===== config.mk =====
export PLATFORM = sky130hd
export DESIGN_NAME = output_mem_ctrl
export DESIGN_NICKNAME = d
export VERILOG_FILES = /design/src/rtl/output_mem_ctrl.sv
export SDC_FILE = /design/constraint.sdc
export NUM_CORES = 1
export LEC_CHECK = 0
export CAP_MARGIN = 20
export CORE_MARGIN = 2
export CORE_UTILIZATION = 41
export DETAILED_ROUTE_END_ITERATION = 7
export GPL_TIMING_DRIVEN = 0
export PLACE_DENSITY = 0.88
export SKIP_CTS_REPAIR_TIMING = 1
export SYNTH_ARGS = -nofsm -noshare
export SYNTH_HDL_FRONTEND = slang
export SYNTH_SLANG_ARGS = --single-unit

===== constraint.sdc =====
create_clock -name Clock -period 1.5 [get_ports Clock]
set_clock_uncertainty 0.05 [all_clocks]
set_input_delay 0.3 -clock Clock [delete_from_list [all_inputs] [get_ports Clock]]
set_output_delay 0.3 -clock Clock [all_outputs]
set_load 0.005 [all_outputs]

===== src/rtl/output_mem_ctrl.sv =====
// Output-memory write sequencer: 1-edge accept-to-write, frame_done 2 edges after last accept; res_ready low outside COLLECT.
// Optional idle-timeout abort compiled in with `define OUT_CTRL_TIMEOUT_EN.
module output_mem_ctrl #(
  parameter int N_WORDS     = 4,
  parameter int ADDR_W      = 3,
  parameter int DATA_W      = 32,
  parameter int TIMEOUT_CYC = 255
) (
  input  logic              Clock,
  input  logic              Res,
  input  logic              start,
  input  logic              done_ack,
  input  logic              res_valid,
  input  logic [DATA_W-1:0] res_data,
  output logic              res_ready,
  output logic              En_out_mem,
  output logic [ADDR_W-1:0] Addr_mem_o,
  output logic [DATA_W-1:0] wr_data,
  output logic              busy,
  output logic              frame_done,
  output logic [ADDR_W-1:0] word_cnt,
  output logic              timeout_err
);

  // word_cnt must be able to hold N_WORDS itself.
  if (N_WORDS < 2 || N_WORDS > 4 || TIMEOUT_CYC < 1 || N_WORDS >= (1 << ADDR_W)) begin : g_param_check
    $error("output_mem_ctrl: unsupported parameter set");
  end

  typedef enum logic [1:0] {S_IDLE, S_COLLECT, S_FLUSH, S_DONE} state_t;

  state_t              r_state;
  state_t              w_next;
  logic                r_res_ready;
  logic                r_en;
  logic [ADDR_W-1:0]   r_addr;
  logic [DATA_W-1:0]   r_wdata;
  logic                r_frame_done;
  logic [ADDR_W-1:0]   r_word_cnt;
  logic                w_accept;
  logic                w_last;
  logic                w_timeout;

  assign w_accept = (r_state == S_COLLECT) && res_valid && r_res_ready;
  assign w_last   = (r_word_cnt == ADDR_W'(N_WORDS - 1));

`ifdef OUT_CTRL_TIMEOUT_EN
  localparam int TW = $clog2(TIMEOUT_CYC + 1);

  logic [TW-1:0] r_idle_cnt;
  logic          r_timeout_err;

  // Held at zero outside COLLECT, so every entry to COLLECT starts a fresh count.
  always_ff @(posedge Clock) begin
    if (!Res) begin
      r_idle_cnt <= '0;
    end else if (r_state != S_COLLECT || w_accept) begin
      r_idle_cnt <= '0;
    end else begin
      r_idle_cnt <= r_idle_cnt + 1'b1;
    end
  end

  assign w_timeout = (r_state == S_COLLECT) && !w_accept &&
                     (r_idle_cnt == TW'(TIMEOUT_CYC - 1));

  always_ff @(posedge Clock) begin
    if (!Res) begin
      r_timeout_err <= 1'b0;
    end else if (w_timeout) begin
      r_timeout_err <= 1'b1;
    end else if (r_state == S_DONE && done_ack) begin
      r_timeout_err <= 1'b0;
    end
  end

  assign timeout_err = r_timeout_err;
`else
  assign w_timeout   = 1'b0;
  assign timeout_err = 1'b0;
`endif

  always_ff @(posedge Clock) begin
    if (!Res) begin
      r_state <= S_IDLE;
    end else begin
      r_state <= w_next;
    end
  end

  always_comb begin
    w_next = r_state;
    case (r_state)
      S_IDLE:    if (start) w_next = S_COLLECT;
      S_COLLECT: begin
        if (w_accept && w_last) begin
          w_next = S_FLUSH;
        end else if (w_timeout) begin
          w_next = S_DONE;
        end
      end
      S_FLUSH:   w_next = S_DONE;
      S_DONE:    if (done_ack) w_next = S_IDLE;
      default:   w_next = S_IDLE;
    endcase
  end

  // Handshake flags follow the next state so they are valid from the first cycle of each state.
  always_ff @(posedge Clock) begin
    if (!Res) begin
      r_res_ready  <= 1'b0;
      r_en         <= 1'b0;
      r_addr       <= '0;
      r_wdata      <= '0;
      r_frame_done <= 1'b0;
      r_word_cnt   <= '0;
    end else begin
      r_res_ready  <= (w_next == S_COLLECT);
      r_frame_done <= (w_next == S_DONE);
      r_en         <= w_accept;
      if (w_accept) begin
        r_addr     <= r_word_cnt;
        r_wdata    <= res_data;
        r_word_cnt <= r_word_cnt + 1'b1;
      end else if ((r_state == S_IDLE && start) || (r_state == S_DONE && done_ack)) begin
        r_word_cnt <= '0;
      end
    end
  end

  assign res_ready  = r_res_ready;
  assign En_out_mem = r_en;
  assign Addr_mem_o = r_addr;
  assign wr_data    = r_wdata;
  assign busy       = (r_state != S_IDLE);
  assign frame_done = r_frame_done;
  assign word_cnt   = r_word_cnt;

endmodule

==> flow_summary.toml <==
[routing]
drtPass1Iterations = 4
vias = 1516
drc_errors = 0
antenna_left = 0
via_per_inst = 4.65
wire_per_inst_microns = 12.2
finalWirelength_microns = 3980
drtIter0Drc = 54

[clocking]
cts_tree = "done"
cts_root_buffer = "clkbuf_8"
clock-sinks = 43
cts-buffers-inserted = 5
clock_latency_ns = 0.29
htreeDepth = 2
path_clk_slew_ns = 0.08
cts_buffer_depth = 2

[power]
power_per_cell_area_mw_per_mm2 = 830
p_leak_nw = 1.40
ir_drop_v = 0.000714

[synthesis]
synth_xor_area_share_pct = 0
netlist-cell-type-count = 24
avgSynthCellArea_sq_um = 9.45
syn_area_sq_mm = 0.00178
synth.area.mux_share_pct = 0.563
yosysSeqAreaShare_pct = 48.5
synth_cells = 188
synthAdderAreaFrac_pct = 1.41
synth_top_family_by_area = "compound AO/OA/AOI/OAI gates"
syn_nets = 227
ys_seq_elements = 43
synthSimpleGateAreaFrac_pct = 19.9
synth_compound_area_share_pct = 22.8
yosysWarnings = 0

[critical_path]
path_class = "flip-flop to output pin"
cp_max_fo = 8
crit_arrival_ns = 1.15
reg2reg_slack_ns = 0.22
critical_path.cell_chain = "buf_6, or2_2, dlymetal6s2s_1"
end_kind = "output pin"
critPathLaunchType = "flip-flop"
max_stage_delay_ns = 0.31
slowest_stage = "dfxtp_1"
cp.required_ns = 1.15

[placed_design]
place_ws_ns = -0.241
port_buffers = 78
place_congestion = 0.691
hpwl_microns = 2920

[sta]
fin_crit_sh_pct = 99.9
finalHoldViolCount = 0
fin_ws_ns = 0.00118
worst_hold_slack_ns = 0.413
finalCriticalPeriod_ns = 1.50
setup_viol = 0
slew_viol_final = 0
rsz0062_at_grt = "true"
max_freq_mhz = 667

[floorplanning]
core_sq_mm = 0.00409
io-pin-count = 80
start_util_pct = 43.5
fp.dieArea_sq_mm = 0.00488
die_h_microns = 69.8
die_x_microns = 69.8
rows = 23

[grt]
grt_max_degree = 14
grt_pass1_vias = 1439
antenna_found_initial = 0
grt_pass1_wl_microns = 6560
grt_usage_pct = 16.6
grt-ovfl-total = 0

[final_layout]
final_nets = 314
syn_to_final_growth_pct = 60.0
n_antenna_cell = 0
drive_above_1_share_pct = 25.7

[status]
status = "completed"

[hold_path]
hold_path.class = "flip-flop to flip-flop"

[run]
drv_cap = 0
Yosys cell counts:
cell      instances  share of area [%]
dfxtp_1          43                 48
o22ai_1           1               0.35
ha_1              2                1.4
nand3_1           2               0.56
mux2i_1           1               0.56
and4b_1           1               0.56
nand4_1           2               0.70
a21boi_0          6                2.5
buf_4             3                1.3
or2_2             1               0.35
o21ai_0           2               0.56
buf_6             1               0.63
nand4b_4          1                1.3
a21oi_1           2               0.56
clkbuf_1          4               0.84
a21boi_2         29                 18
inv_1             4               0.84
nand2_1          74                 16
o21bai_1          1               0.42
conb_1            1               0.21
nor2_1            1               0.21
buf_2             2               0.56
buf_8             3                2.5
or3b_1            1               0.49
metal layers:
| metal | wire length [microns] | share of wire [%] | up-vias | GRT usage [%] |
|---|---|---|---|---|
| met3 | 232 | 5.8 | 4 | 4.51 |
| met5 | 0 | 0 | - | 0 |
| met2 | 1890 | 48 | 47 | 27.9 |
| met4 | 29 | 0.73 | 0 | 4.49 |
| li1 | - | - | 783 | - |
| met1 | 1820 | 46 | 682 | 20.9 |
critical path, delay by kind of cell, from the launching register on:
kind | cells | cell delay (ns)
buf+inv | 2 | 0.28
simple gates | 1 | 0.27
flops | 1 | 0.31
final cells by class:
class | count | area (sq um)
buffer | 13 | 109
sequential | 43 | 888
clock inverter | 2 | 35.0
tap | 50 | 62.6
inverter | 4 | 15.0
multi-input combinational | 128 | 797
clock buffer | 6 | 82.6
timing repair buffer | 80 | 853
fill | 323 | 1240
report_power, final:
part           total (W)  switching (W)  internal, W
clock network   0.000919       0.000381     0.000539
registers        0.00118      0.0000130      0.00117
logic           0.000262      0.0000884     0.000174
cells in the final DEF, fill, tap and decap left out:
master | netlist | final
dfxtp_1 | 43 | 23
inv_1 | 4 | 4
o22ai_1 | 1 | 1
buf_6 | 1 | 2
clkbuf_1 | 4 | 3
dlymetal6s2s_1 | 0 | 23
nor2_1 | 1 | 1
mux2i_1 | 1 | 1
bufinv_16 | 0 | 1
or2_2 | 1 | 1
nand4_1 | 2 | 2
ha_1 | 2 | 2
nand4b_4 | 1 | 1
dfxtp_2 | 0 | 19
conb_1 | 1 | 1
a21oi_1 | 2 | 2
clkdlybuf4s50_1 | 0 | 55
o21bai_1 | 1 | 1
clkinv_2 | 0 | 1
a21boi_2 | 29 | 29
dfxtp_4 | 0 | 1
a21boi_0 | 6 | 6
or3b_1 | 1 | 1
buf_8 | 3 | 3
nand3_1 | 2 | 2
buf_2 | 2 | 2
nand2_1 | 74 | 74
o21ai_0 | 2 | 2
clkbuf_2 | 0 | 1
clkbuf_8 | 0 | 6
and4b_1 | 1 | 1
buf_4 | 3 | 4
metrics by stage:
step | setup TNS, ns | power [W] | util, % | area [sq um] | cells
6_report | 0 | 0.00236 | 69.6 | 2840 | 326
4_1_cts | -0.640 | 0.00238 | 67.0 | 2740 | 324
2_1_floorplan | 0 | 0.00130 | - | 1780 | 188
5_1_grt | -0.0560 | 0.00246 | 69.6 | 2840 | 326
3_5_place_dp | -6.29 | 0.00147 | 64.1 | 2620 | 316
3_3_place_gp | -5.25 | 0.00147 | 64.1 | 2620 | 316
worst paths after layout:
check / start / endpoint / depth (start not counted)
max reg2reg: r_state[1] / wr_data[6] / 4
min: wr_data[26] / wr_data[26] / 2
max: r_state[0] / busy / 3
min reg2reg: wr_data[26] / wr_data[26] / 2
kinds of logic after synthesis:
kind of cell	count (synthesis)
simple gates	83
mux	1
fa+ha+maj	2
compound gates	41
flops	43
other cells	1
buf+inv	17
flip-flops by register name (all words and copies together), names as in the netlist:
signal and count:
word_cnt 3, En_out_mem 1, Addr_mem_o 3, wr_data 32
r_state 2, res_ready 1, frame_done 1
Note: power is estimated with default switching activity, not from simulation.
